==> src/rtl/ro_pkg.sv <==
// Shared encodings for the ring-buffer readout sequencer: FSM states,
// header tag and a small elaboration-time helper.
package ro_pkg;

  typedef enum logic [3:0] {
    ST_IDLE  = 4'd0,
    ST_ARB   = 4'd1,
    ST_LOAD  = 4'd2,
    ST_HDR   = 4'd3,
    ST_HDR_W = 4'd4,
    ST_PRIME = 4'd5,
    ST_DAT   = 4'd6,
    ST_DAT_W = 4'd7,
    ST_CHECK = 4'd8,
    ST_DONE  = 4'd9
  } ro_state_e;

  localparam logic [3:0] HDR_TAG = 4'hA;

  function automatic int max2(input int a, input int b);
    return (a > b) ? a : b;
  endfunction

endpackage

==> src/rtl/ro_sequencer_rr_arbiter.sv <==
// Round-robin arbiter: first set request at or after ptr_i, wrapping,
// returned as index and one-hot grant.
module rr_arbiter
  import ro_pkg::*;
#(
  parameter int NCH = 4,
  parameter int IW  = 2
) (
  input  logic [NCH-1:0] req_i,
  input  logic [IW-1:0]  ptr_i,
  output logic [NCH-1:0] grant_o,
  output logic [IW-1:0]  idx_o,
  output logic           valid_o
);

  localparam int SW = IW + 1;

  logic [NCH-1:0] rot_s;
  logic [IW-1:0]  off_s;
  logic [IW:0]    sum_s;

  // Rotate so bit 0 is the pointer position; lowest set bit is then the winner.
  assign rot_s = NCH'({req_i, req_i} >> ptr_i);

  // Priority search over the rotated vector, then map back to a channel index.
  always_comb begin
    valid_o = 1'b0;
    off_s   = '0;
    for (int i = NCH - 1; i >= 0; i--) begin
      if (rot_s[i]) begin
        valid_o = 1'b1;
        off_s   = IW'(i);
      end else begin
        off_s = off_s;
      end
    end
    sum_s   = {1'b0, ptr_i} + {1'b0, off_s};
    idx_o   = (sum_s >= SW'(NCH)) ? IW'(sum_s - SW'(NCH)) : IW'(sum_s);
    grant_o = valid_o ? (NCH'(1) << idx_o) : '0;
  end

endmodule

==> src/rtl/ro_sequencer.sv <==
// Readout scheduler: round-robin grant of ring-buffer channels onto one SPI
// link, sequencing parameter load, header word and data words per readout.
module ro_sequencer
  import ro_pkg::*;
#(
  parameter int NCH      = 4,
  parameter int DW       = 16,
  parameter int LOAD_CYC = 2,
  parameter int RD_LAT   = 1
) (
  input  logic              sysclk,
  input  logic              rst,
  input  logic [NCH-1:0]    req,
  input  logic              ro_abort,
  input  logic [NCH-1:0]    ro_done_n,
  input  logic [NCH*DW-1:0] rb_data,
  input  logic              spi_busy,
  input  logic              spi_done,
  output logic [NCH-1:0]    rd_request,
  output logic [NCH-1:0]    spi_done_o,
  output logic              spi_start,
  output logic [DW-1:0]     spi_word,
  output logic [NCH-1:0]    ack,
  output logic              busy
);

  localparam int IW = $clog2(NCH);
  localparam int CW = $clog2(max2(LOAD_CYC, RD_LAT + 1) + 1);
  localparam logic [CW-1:0] LOAD_INIT  = CW'(LOAD_CYC - 1);
  localparam logic [CW-1:0] PRIME_INIT = (RD_LAT > 0) ? CW'(RD_LAT - 1) : '0;
  localparam logic [CW-1:0] POST_INIT  = CW'(RD_LAT);

  ro_state_e      state_q, state_d;
  logic [IW-1:0]  g_q, g_d, ptr_q, ptr_d;
  logic [NCH-1:0] gsel_q, gsel_d;
  logic [CW-1:0]  cnt_q, cnt_d;
  logic           pend_q, pend_d, abort_q, abort_d;
  logic [DW-1:0]  word_q, word_d, rb_sel_s;
  logic [NCH-1:0] rd_request_q, rd_request_d, ack_q, ack_d;
  logic           busy_q, busy_d;
  logic [NCH-1:0] arb_grant_s;
  logic [IW-1:0]  arb_idx_s;
  logic           arb_valid_s;

  rr_arbiter #(.NCH(NCH), .IW(IW)) u_arb (
    .req_i   (req),
    .ptr_i   (ptr_q),
    .grant_o (arb_grant_s),
    .idx_o   (arb_idx_s),
    .valid_o (arb_valid_s)
  );

  assign rb_sel_s   = rb_data[g_q*DW +: DW];
  assign rd_request = rd_request_q;
  assign ack        = ack_q;
  assign busy       = busy_q;
  assign spi_word   = word_q;

  // Next-state, counters and the two launch/forward strobes.
  always_comb begin
    state_d    = state_q;
    g_d        = g_q;
    gsel_d     = gsel_q;
    ptr_d      = ptr_q;
    cnt_d      = cnt_q;
    pend_d     = pend_q;
    abort_d    = abort_q;
    word_d     = word_q;
    spi_start  = 1'b0;
    spi_done_o = '0;
    case (state_q)
      ST_IDLE: begin
        abort_d = 1'b0;
        pend_d  = 1'b0;
        state_d = (|req) ? ST_ARB : ST_IDLE;
      end
      ST_ARB: begin
        if (arb_valid_s) begin
          g_d     = arb_idx_s;
          gsel_d  = arb_grant_s;
          ptr_d   = (arb_idx_s == IW'(NCH - 1)) ? '0 : arb_idx_s + 1'b1;
          cnt_d   = LOAD_INIT;
          state_d = ro_abort ? ST_DONE : ST_LOAD;
        end else begin
          state_d = ST_IDLE;
        end
      end
      ST_LOAD: begin
        if (ro_abort) begin
          state_d = ST_DONE;
        end else if (cnt_q == '0) begin
          word_d             = '0;
          word_d[DW-1 -: 8]  = {HDR_TAG, 4'(g_q)};
          state_d            = ST_HDR;
        end else begin
          cnt_d = cnt_q - 1'b1;
        end
      end
      ST_HDR: begin
        if (ro_abort) begin
          state_d = ST_DONE;
        end else if (!spi_busy) begin
          spi_start = 1'b1;
          state_d   = ST_HDR_W;
        end else begin
          state_d = ST_HDR;
        end
      end
      // The header's spi_done belongs to no address controller, so it is never forwarded.
      ST_HDR_W: begin
        if (spi_done) begin
          cnt_d = PRIME_INIT;
          if (ro_abort || abort_q) begin
            state_d = ST_DONE;
          end else begin
            state_d = (RD_LAT > 0) ? ST_PRIME : ST_CHECK;
          end
        end else if (ro_abort) begin
          abort_d = 1'b1;
        end else begin
          state_d = ST_HDR_W;
        end
      end
      ST_PRIME: begin
        if (ro_abort) begin
          state_d = ST_DONE;
        end else if (cnt_q == '0) begin
          state_d = ST_CHECK;
        end else begin
          cnt_d = cnt_q - 1'b1;
        end
      end
      ST_CHECK: begin
        if (ro_abort || !ro_done_n[g_q]) begin
          state_d = ST_DONE;
        end else begin
          word_d  = rb_sel_s;
          state_d = ST_DAT;
        end
      end
      ST_DAT: begin
        if (ro_abort) begin
          state_d = ST_DONE;
        end else if (!spi_busy) begin
          spi_start = 1'b1;
          pend_d    = 1'b1;
          state_d   = ST_DAT_W;
        end else begin
          word_d = rb_sel_s;
        end
      end
      // pend_q: word on the wire; afterwards wait RD_LAT+1 for ro_done_n/rb_data to settle.
      ST_DAT_W: begin
        if (pend_q) begin
          if (spi_done) begin
            spi_done_o = gsel_q;
            pend_d     = 1'b0;
            cnt_d      = POST_INIT;
            state_d    = (ro_abort || abort_q) ? ST_DONE : ST_DAT_W;
          end else if (ro_abort) begin
            abort_d = 1'b1;
          end else begin
            state_d = ST_DAT_W;
          end
        end else if (ro_abort) begin
          state_d = ST_DONE;
        end else if (cnt_q == '0) begin
          state_d = ST_CHECK;
        end else begin
          cnt_d = cnt_q - 1'b1;
        end
      end
      ST_DONE: begin
        state_d = ST_IDLE;
      end
      default: begin
        state_d = ST_IDLE;
      end
    endcase
  end

  // Output decode from the next state so the ports come straight from flops.
  always_comb begin
    case (state_d)
      ST_PRIME, ST_CHECK, ST_DAT, ST_DAT_W: rd_request_d = gsel_d;
      default:                              rd_request_d = '0;
    endcase
    ack_d  = (state_d == ST_DONE) ? gsel_d : '0;
    busy_d = (state_d != ST_IDLE);
  end

  // State and datapath registers.
  always_ff @(posedge sysclk or posedge rst) begin
    if (rst) begin
      state_q      <= ST_IDLE;
      g_q          <= '0;
      gsel_q       <= '0;
      ptr_q        <= '0;
      cnt_q        <= '0;
      pend_q       <= 1'b0;
      abort_q      <= 1'b0;
      word_q       <= '0;
      rd_request_q <= '0;
      ack_q        <= '0;
      busy_q       <= 1'b0;
    end else begin
      state_q      <= state_d;
      g_q          <= g_d;
      gsel_q       <= gsel_d;
      ptr_q        <= ptr_d;
      cnt_q        <= cnt_d;
      pend_q       <= pend_d;
      abort_q      <= abort_d;
      word_q       <= word_d;
      rd_request_q <= rd_request_d;
      ack_q        <= ack_d;
      busy_q       <= busy_d;
    end
  end

endmodule

==> config.mk <==
export PLATFORM = sky130hd
export DESIGN_NAME = ro_sequencer
export DESIGN_NICKNAME = d
export VERILOG_FILES = /design/src/rtl/ro_pkg.sv /design/src/rtl/ro_sequencer_rr_arbiter.sv /design/src/rtl/ro_sequencer.sv
export SDC_FILE = /design/constraint.sdc
export NUM_CORES = 1
export LEC_CHECK = 0
export BUFFER_PORTS_ARGS = -buffer_cell sky130_fd_sc_hd__buf_2
export CAP_MARGIN = 25
export CORE_ASPECT_RATIO = 2
export CORE_UTILIZATION = 40
export DETAILED_ROUTE_END_ITERATION = 10
export HOLD_SLACK_MARGIN = 0.05
export PLACE_DENSITY_LB_ADDON = 0.3
export SYNTH_ARGS = -nofsm -noshare
export SYNTH_HDL_FRONTEND = slang
export SYNTH_HIERARCHICAL = 1
export SYNTH_SLANG_ARGS = --single-unit
==> constraint.sdc <==
create_clock -name sysclk -period 3.1 [get_ports sysclk]
set_clock_uncertainty 0.15 [all_clocks]
set_input_delay 0.465 -clock sysclk [delete_from_list [all_inputs] [get_ports sysclk]]
set_output_delay 0.465 -clock sysclk [all_outputs]
set_load 0.01 [all_outputs]
; After elaboration in Yosys (flattened, before gate mapping)
; Index checks and enable logic that the tools add are counted.
[word_totals]
register_bits = 41
latchBits = 0
mem_bits_rw = 0
rom_bits = 0
inputBits = 77
elab_cells = 127
mem_count = 0
[op_classes]
n_addsub = 4
multipliers = 0
n_div = 0
magnitude_cmp = 2
n_eq_ne = 24
shifts = 3
muxes = 64
bitwise = 0
reduce_logical = 19
[ops]
columns = operator, count
row1 = $mux W4, 24
row2 = $mux W16, 5
row3 = $shiftx A64 B7 Y16, 1
row4 = $pmux W16 S3, 1
row5 = $pmux W4 S9, 1
row6 = $eq A4 B3 Y1 const B, 7
row7 = $mux W2, 12
row8 = $ne A2 B2 Y1 const B, 9
row9 = $mux W1, 16
row10 = $eq A4 B4 Y1 const B, 3
row11 = $reduce_bool A3 Y1, 3
row12 = $eq A4 B2 Y1 const B, 2
row13 = $pmux W2 S4, 1
row14 = $reduce_bool A4 Y1, 2
row15 = $reduce_or A4 Y1, 2
row16 = $shr A8 B2 Y4, 1
row17 = $pmux W1 S3, 2
row18 = $reduce_and A6 Y1, 1
row19 = $eq A4 B1 Y1 const B, 1
row20 = $logic_not A4 Y1, 1
row21 = $reduce_and A2 Y1, 2
row22 = $reduce_and A4 Y1, 1
row23 = $reduce_or A2 Y1, 2
row24 = $shl A1 B2 Y4 const A, 1
row25 = 13 further kinds, 15

; Depth between registers and ports, before layout
; Gate-level depths: netlist (run 1).
[logic_depth]
word_depth = 12
ltp_mapped = 10

; By module
; The synthesis (run 1) kept the hierarchy.
[modules_own_cells]
columns = module, instances, cells_per_inst, area_per_inst_um2, seq_area_each_um2
row1 = ro_sequencer, 1, 253, 2576.2, 1026.0
row2 = rr_arbiter, 1, 38, 270.3, 0.0

; Worst setup path before layout (run 1)
; No wires, ideal clock.
[synth_path]
path_type = in2reg
start = input port req[2]
end = register busy_q (netlist: busy)
setup_time_ps = 139
arrival_ps = 2266
path_slack_ps = 545
stages = 8
path_buffers = 2
cell_sequence = buf_2 nor4_1 inv_1 and4b_1 buf_2 o22ai_2 nand2_1 or4b_1
[synth_via]
elab_chain_cells = 8
elab_cells_between_ends = 10
classes_between = shift (1) / mux (7) / reduce/logical (2)
[synth_lines]
columns = item, line_no
row1 = "start, declared", ro_sequencer.sv:13  ; input logic [NCH-1:0] req,
row2 = $shr A8 B2 Y4 (*), ro_sequencer_rr_arbiter.sv:23  ; assign rot_s = NCH'({req_i, req_i} >> ptr_i);
row3 = $mux W1 (3 in series), ro_sequencer_rr_arbiter.sv:30  ; if (rot_s[i]) begin
row4 = $mux W1 (*), ro_sequencer_rr_arbiter.sv:30
row5 = net arb_valid_s, ro_sequencer.sv:43  ; logic arb_valid_s;
row6 = $mux W4 (*), ro_sequencer.sv:78  ; if (arb_valid_s) begin
row7 = $pmux W4 S9 (*), ro_sequencer.sv:71  ; case (state_q)
row8 = net state_d[3], ro_sequencer.sv:33  ; ro_state_e state_q, state_d;
row9 = $reduce_bool A4 Y1 (*), ro_sequencer.sv:189  ; busy_d = (state_d != ST_IDLE);
row10 = net busy_d, ro_sequencer.sv:40  ; logic busy_q, busy_d;
row11 = "end signal, assigned", ro_sequencer.sv:217  ; busy_q <= busy_d;
row12 = "end, declared", ro_sequencer.sv:40
; The timed path passes the listed nets; every way through them passes the cells marked *.
; A chain may end at the register's enable or synchronous reset.

; Worst setup path in the final report (run 1)
[layout_path]
start = register state_q[2]
end = output port spi_done_o[2]
[layout_via]
elab_chain_cells = 2
[layout_lines]
columns = item, line_no
row1 = "start, declared", ro_sequencer.sv:33
row2 = "start signal, assigned", ro_sequencer.sv:207  ; state_q <= state_d;
row3 = $eq A4 B3 Y1, ro_sequencer.sv:71
row4 = $mux W4, ro_sequencer.sv:71
row5 = "end, declared", ro_sequencer.sv:20  ; output logic [NCH-1:0] spi_done_o,
; Every way passes these cells.

==> results of run 1 <==
-- Yosys cell counts, types with 2 or more instances --
cell and instances:
clkbuf_1 7, or4b_1 2, and3_1 3, o2111ai_1 2
a211oi_1 4, nor2_1 22, xnor2_1 3, mux2i_1 12
a211o_1 2, dfrtp_1 41, nor4_1 3, mux4_2 15
o21ai_0 20, nor2b_1 7, inv_1 11, nor3_1 4
or2_2 2, o22ai_1 2, and3b_1 2, ha_1 2
nand2b_1 19, buf_4 3, nand2_1 30, nand3_1 2
a21oi_1 10, o21a_1 4, a31oi_1 3, o21bai_1 3
and2_1 5, mux2_2 4, o221ai_1 2, or4_1 2
buf_6 2, buf_2 8
-- per-stage QoR --
step | utilization [%] | power (mW) | area, um^2 | hold slack (ns)
after global routing | 51.6 | 3.57 | 3550 | 0.197
after detailed placement | 49.6 | 2.80 | 3420 | 0.318
after floorplan | - | 2.34 | 2850 | 0.313
after global placement | 49.6 | 2.73 | 3420 | 0.307
final | 51.6 | 3.28 | 3550 | 0.140
after CTS | 51.6 | 3.31 | 3550 | 0.169
-- logic make-up (layout without fill, tap and decap cells) --
logic type	Yosys count	in the layout	share of synthesized area (%)
DFF	41	41	36.0
xor gates and xnor gates	4	4	1.23
buffers and inverters	31	129	5.36
adders and majority gates	2	2	0.879
and+or+nand+nor	112	112	21.4
muxes	31	31	17.7
AOI/OAI and AO/OA	70	70	17.5
-- critical path: stages, from the launching register on --
cell	delay (ns)
dfrtp_1	0.77
nand2b_1	0.25
nor2_1	0.25
and3_1	0.23
and2_1	0.16
buf_2	0.13
-- metal layers --
layer  track usage [%]  vias up  share of wire, %
li1                  -     1265                 -
met1              22.5     1252                35
met2              40.3      132                57
met3              4.16       17               5.3
met4              10.8        0               3.0
met5                 0        -                 0
-- power by group through the flow --
| stage | Sequential (mW) | Clock, mW | Combinational, mW |
|---|---|---|---|
| floorplan | 0.941 | 0 | 1.40 |
| finish | 1.00 | 0.501 | 1.78 |
| CTS | 1.00 | 0.515 | 1.80 |
| global placement | 0.991 | 0 | 1.74 |
| detailed placement | 1.01 | 0 | 1.79 |
| global route | 1.04 | 0.537 | 2.00 |
-- layout by cell type, fill, tap and decap left out, types with 3 or more instances in the layout --
cell and instances:
and2_1 5, buf_4 5, o21a_1 4, nor2b_1 7, clkbuf_16 5, o21bai_1 3
nor2_1 22, nand2_1 30, mux4_2 15, mux2_2 4, buf_2 106, inv_1 11
a31oi_1 3, nor3_1 4, dfrtp_1 41, nor4_1 3, a211oi_1 4, mux2i_1 12
o21ai_0 20, xnor2_1 3, and3_1 3, nand2b_1 19, a21oi_1 10
-- path summary, 6_finish.rpt --
kind / startpoint / end / slack [ns] / cells past startpoint
hold reg to reg: spi_word[7]$_DFFE_PP0P_ / spi_word[7]$_DFFE_PP0P_ / 0.33 / 2
max in group asynchronous: rst / spi_word[7]$_DFFE_PP0P_ / 2.29 / 3
setup / recovery: state_q[2]$_DFF_PP0_ / spi_done_o[2] / 0.39 / 5
min in group sysclk: spi_busy / pend_q$_DFFE_PP0P_ / 0.32 / 2
hold / removal: rst / rd_request[0]$_DFF_PP0_ / 0.14 / 3
setup reg to reg: state_q[1]$_DFF_PP0_ / busy$_DFF_PP0_ / 0.52 / 5
-- state kept, by name (all words and copies together) (netlist names) --
| signal | flops |
|---|---|
| busy | 1 |
| gsel_q | 4 |
| pend_q | 1 |
| g_q | 2 |
| spi_word | 16 |
| ptr_q | 2 |
| abort_q | 1 |
| rd_request | 4 |
| state_q | 4 |
| ack | 4 |
| cnt_q | 2 |
-- final cells by class --
cell class / count / area share (%)
multi-input combinational: 219 / 46.9
inverter: 11 / 1.16
timing repair buffer: 111 / 16.0
sequential: 41 / 28.9
clock inverter: 1 / 0.246
clock buffer: 6 / 3.63
tap: 90 / 3.17
==> results.md, run 1 <==
Placement:
- The final weighted congestion in routability-driven placement is 0.901.
- The HPWL reported at the end of detailed placement is 5.75 mm.
- Counting tap cells, the placed design contains a total of 472 instances.
- OpenSTA, run right after detailed placement, puts the worst setup slack at 0.392 ns.
- Buffers placed on the I/O ports in this run total 106.

Worst setup path:
- At the worst endpoint, the required time is 2.48 ns.
- The class of the most critical setup path is flip-flop to output pin.
- The worst setup path is captured at an output pin.
- In this run the worst path has a maximum fanout of 22.
- The worst setup path is launched from a flip-flop.
- The data arrival time of the critical path is 2.10 ns.

Yosys:
- Counting flops with a built-in enable in the synthesized netlist gives 0.
- The cell accounting for the most synthesized area is dfrtp_1.
- The synthesized design contains 41 register bits.
- The area fraction of the dominant cell type after synthesis is 36.0%.
- Counting distinct cell types in the post-synthesis netlist gives 62.
- The number of nets in the synthesized netlist is 370.
- The synthesized netlist occupies a cell area of 2850 um^2.
- After synthesis, the share of flip-flops with an asynchronous set or reset is 100%.
- The Yosys step of the flow raised 6 warnings.
- By area the synthesized netlist is led by dfrtp_1 36%, mux4_2 12%, mux2i_1 4.2%.
- The flip-flop cell with the highest count after synthesis is dfrtp_1.
- The synthesized area divided by synthesized cell count is 9.78 um^2.
- The number of instances in the synthesized netlist is 291.
- For this run, the register share of the synthesized area comes to 36.0%.

Cells and area:
- In the final layout, the multi-input gates occupy 1670 um^2.
- The number of antenna diodes in the final layout is 0.
- In the final layout, flip-flops and latches occupy 1030 um^2.
- Of the cells placed in the final design, the portion with a size suffix greater than 1 is 37.3%.
- Fill cells in the final layout number 723.
- The final layout contains 468 nets.
- From synthesis to final layout, the design area changed by 24.8%.
- Leaving out filler cells and counting taps, the final layout contains 479.

Clocking:
- The CTS tree is done.
- In this run, CTS created clock tree buffers numbering 5.
- After clock tree synthesis, the clock-pin slew on the worst setup and hold paths is 0.06 ns.
- The root buffer cell is clkbuf_16.
- The maximum clock path buffer count is 2.
- The count of instances resized after the clock tree is built is 0.
- CTS saw 41 sinks.
- The number of hold buffers added after CTS was 0.
- The clock network latency to the later pin of the worst-skew pair is 0.29 ns.
- The setup fix buffers added after clock tree synthesis is 0.
- The clock tree synthesis step divided the H-tree into 2 levels.

Routing:
- The detailed-router iteration count before antenna repair is 4.
- For this run, design rule violations remaining after detail routing come to 0.
- The wire length per cell after detailed routing is 15.3 um.
- The via density per instance is 5.57.
- The number of DRC violations after detailed-routing iteration 0 is 191.
- Once detail routing completed, the nets flagged for antenna violations numbered 0.
- Detailed routing inserted a total of 2666 vias.
- The final layout contains routed wiring with a total length of 7.35 mm.

Global routing:
- Summed over all layers, the global routing overflow is 0.
- Entering global routing, the biggest net connects 42 pins.
- For this run, the total global-route usage over all layers was measured as 22.1%.
- The first global-routing pass estimated 12.1 mm of wire.
- The initial antenna violation count is 0.
- The number of global-route vias before repair was 2682.

Floorplanning:
- In this run the standard cell core region covers 6890 um^2.
- The die extent in x is 61.7 um.
- The floorplan has 43 rows.
- The floorplan step defined a die boundary enclosing 7480 um^2.
- 107 I/O pins were placed.
- Measured along the y axis, the die boundary spans 121 um.
- For this configuration, the core starts out at a cell density of 41.3%.

Pwr:
- Dividing total power by cell area gives a power density of 923 nW/um^2.
- The static leakage is 1.69 nW.
- Of the total power, registers draw 30.5%.
- The proportion of total power due to net switching is 42.2%.
- The power spent charging and discharging nets is 1.38 mW.
- The cell-internal power is 1.90 mW.
- The share of total power dissipated in combinational logic is 54.2%.
- The clock network is responsible for 15.3% of the overall power.
- The worst-case IR drop observed on VDD is 0.419 mV.

STA:
- The headroom to the max-slew limit is 46.4%.
- The transition time of the tightest slew-check pin is 0.803 ns.
- The summed negative setup slack over all endpoints is 0 ns.
- The final-report hold violation count came to 0.
- Counting I/O delays and the setup requirement, the final critical path takes 2.71 ns.
- After layout, the worst setup slack is 0.388 ns.
- In the finished design, the share of the clock period the worst path needs comes to 87.5%.
- The maximum clock frequency is 369 MHz.
- The count of final setup violators is 0.
- The max-slew violation count is 0.
- Setup repair after global routing left no endpoint under its margin.

Hold path:
- The type of the worst min-delay path is input pin to async pin.

Run status:
- The run finished with clean final reports.

Flow run:
- The total of max-cap violations is 0.
(Power assumes the default switching activity.)
==> run 2: changes to the inputs <==
- CORE_UTILIZATION: 40 -> 50
==> run 2 against run 1 <==
Net effect:
- first-iteration DRC count is 41% lower
- cell area is 2.6% lower
- sequential share of layout area is 0.78 points higher
- count of clock-buffer cells in the layout stayed put
- hold slack worse by 0.015 ns
- flip-flop and latch count stayed put
- global-route usage is 1.5 points higher
- critical path type unchanged
- largest power group unchanged
- highest routed layer unchanged
==> results.md, run 2 (same netlist as run 1, synthesis figures left out) <==
Pwr:
- The power density of the placed cells is 894 nW/um^2 (-3.1%).
- The static leakage is 1.66 nW (-1.5%).
- The worst-case vdd ir drop is 0.542 mV (+29%).

Worst setup path:
- The family with the most delay on the worst path is simple AND/OR/NAND/NOR gates.
- The largest fanout of any net on the critical path is 22 (unchanged).
- The worst register-to-register path ends at spi_word[12]$_DFFE_PP0P_.
- The path depth of the worst reg2reg path is 5 (unchanged).
- The depth of the critical timing path with buffers and inverters included is 5 (unchanged).
- The cell with the largest stage delay on the worst path is dfrtp_1.
- The worst reg-to-reg setup slack is 0.60 ns (+0.08 ns).
- The kind of end point of the critical path is an output pin.
- The delay of the slowest cell on the worst path is 0.78 ns (about the same).
- The termination of the worst setup path is spi_done_o[1].
- The data required time of the worst path is 2.48 ns (about the same).
- The class of the most critical setup path is flip-flop to output pin.
- The startpoint of the worst setup timing path is state_q[2]$_DFF_PP0_.
- The startpoint identified for the worst register-to-register timing path is state_q[0]$_DFF_PP0_.
- Walking the worst path, the cells encountered are nand2b_1 -> nor2_1 -> and3_1 -> and2_1 -> buf_2.
- The count of buffering cells on the critical path with inverters included was 1 (unchanged).
- The worst setup path is launched from a flip-flop.
- The data arrival time of the critical path is 2.10 ns (about the same).

Placement:
- The post-placement worst setup slack is 0.343 ns (-0.0491 ns).
- The final weighted congestion in routability-driven placement is 0.905 (+0.51%).
- The cell count after placement is 442 (-6.4%).
- The area of placed instances is 3380 um^2 (-1.1%).
- The count of input and output buffers is 106 (unchanged).
- The HPWL reported at the end of detailed placement is 5.50 mm (-4.4%).

Global routing:
- The largest net degree at the start of global routing came to 42 (unchanged).
- The wire length of the first global-routing pass is 11.2 mm (-8.1%).
- The total global routing overflow is 0 (unchanged).
- The overall global routing resource usage came to 23.6% (+1.5 points).
- The number of global-route vias before repair is 2540 (-5.3%).
- The initial antenna violation count is 0 (unchanged).

Floorplanning:
- The placeable core area was 5470 um^2 (-21%).
- The die extent in x is 55.4 um (-10%).
- The number of cell rows was 38 (-12%).
- The I/O pin count is 107 (unchanged).
- The starting density of the core came to 52.1% (+11 points).
- The y dimension of the die is 109 um (-10%).
- The die outline area is 6020 um^2 (-20%).

Clocking:
- The level count of the clock H-tree is 2 (unchanged).
- The setup fix buffers added after clock tree synthesis came to 0 (unchanged).
- The root buffer cell is clkbuf_8.
- The quantity of hold-fixing buffers added after cts is 0 (unchanged).
- The clock transition at the registers of the reported paths is 0.08 ns (+0.02 ns).
- The count of clock tree sinks is 41 (unchanged).
- The CTS tree is done.
- The count of instances resized after the clock tree is built is 0 (unchanged).
- The maximum clock path buffer count was 2 (unchanged).
- The clock network latency to the later pin of the worst-skew pair was 0.30 ns (about the same).
- The TritonCTS buffer count is 5 (unchanged).

Cells and area:
- The summed area of non-filler cells in the final layout is 3460 um^2 (-2.6%).
- The share of final-layout standard cells stronger than drive strength 1 came to 37.3% (unchanged).
- The library cells used most frequently in the layout, excluding fill and tap cells, are 106 x buf_2, 41 x dfrtp_1, 30 x nand2_1.
- The final non-filler cell total was 449 (-6.3%).
- The area growth from synthesis to layout is 21.5%.
- Leaving out fill and tap cells, the most frequent cell in the layout is buf_2.
- The number of flip-flops under the largest register name is 16 (unchanged).
- The diode insertion count for antenna repair is 0 (unchanged).
- The number of nets at the end of the flow came to 468 (unchanged).
- The final core utilization is 63.3% (+12 points).

STA:
- The final-report hold violation count was 0 (unchanged).
- The maximum clock frequency is 368 MHz (-0.16%).
- The summed negative setup slack over all endpoints came to 0 ns (unchanged).
- The max-slew violation count was 0 (unchanged).
- The minimum clock period is 2.72 ns (+0.00430 ns).
- The period utilization came to 87.6% (+0.14 points).
- Setup repair after global routing left no endpoint under its margin.
- The transition time of the tightest slew-check pin is 0.795 ns (-0.00804 ns).
- The count of final setup violators was 0 (unchanged).
- The headroom to the max-slew limit came to 47.0% (+0.54 points).
- The setup slack of the critical path after layout came to 0.384 ns (-0.00430 ns).

Routing:
- The via density per instance is 5.79 (+4.0%).
- The wire length per cell after detailed routing is 15.3 um (-0.39%).
- The number of vias in the routed layout is 2600 (-2.5%).
- The detailed-router iteration count before antenna repair was 4 (unchanged).
- The final routed wirelength across all metal layers is 6.86 mm (-6.6%).
- The residual DRC count is 0 (unchanged).
- The remaining number of nets flagged by the antenna check after routing is 0 (unchanged).
- The number of DRC violations after detailed-routing iteration 0 is 112 (-41%).

Run status:
- The flow ran to the end, and the final reports show no timing, DRC or antenna violations.

Hold path:
- The type of the worst min-delay path is input pin to async pin.

Flow run:
- The total of max-cap violations came to 0 (unchanged).
run 2: per-stage QoR:
step,total power [mW],hold WS (ns)
3_3_place_gp,2.72,0.306
2_1_floorplan,2.34,0.313
5_1_grt,3.37,0.179
4_1_cts,3.12,0.142
3_5_place_dp,2.77,0.322
6_report,3.09,0.124
run 2: final cells by class:
type	count	area (um^2)
fill	475	2010
tap	60	75.1
sequential	41	1030
clock buffer	6	72.6
clock inverter	1	8.76
multi-input combinational	219	1670
inverter	11	41.3
timing repair buffer	111	568
run 2: layer usage:
layer | track usage, % | wire length (um) | vias up | part of all wire (%)
li1 | - | - | 1258 | -
met1 | 23.4 | 2390 | 1219 | 35
met2 | 48.3 | 3960 | 111 | 58
met3 | 3.08 | 374 | 12 | 5.4
met4 | 8.75 | 138 | 0 | 2.0
met5 | 0 | 0 | - | 0
run 2: how the worst min path moves through the flow:
stage | start | slack [ns] | cells past startpoint | end
CTS | rst | 0.14 | 3 | rd_request[0]$_DFF_PP0_
global route | rst | 0.18 | 3 | rd_request[0]$_DFF_PP0_
detailed placement | spi_word[11]$_DFFE_PP0P_ | 0.32 | 2 | spi_word[11]$_DFFE_PP0P_
global placement | spi_word[13]$_DFFE_PP0P_ | 0.31 | 2 | spi_word[13]$_DFFE_PP0P_
floorplan | abort_q$_DFFE_PP0P_ | 0.31 | 2 | abort_q$_DFFE_PP0P_
finish | rst | 0.12 | 3 | rd_request[0]$_DFF_PP0_
run 2: worst register-to-register path: stages (launching register included):
cell and delay (ns):
dfrtp_1 0.65, nor4b_1 0.64, nand2_1 0.12, a21o_1 0.48, nand2_1 0.19, o21ai_0 0.11
run 2: where the power goes:
group	leakage (nW)	switching (mW)	internal, mW
combinational	1.08	0.914	0.847
clock	0.0412	0.184	0.156
sequential	0.539	0.242	0.752
total	1.66	1.34	1.75
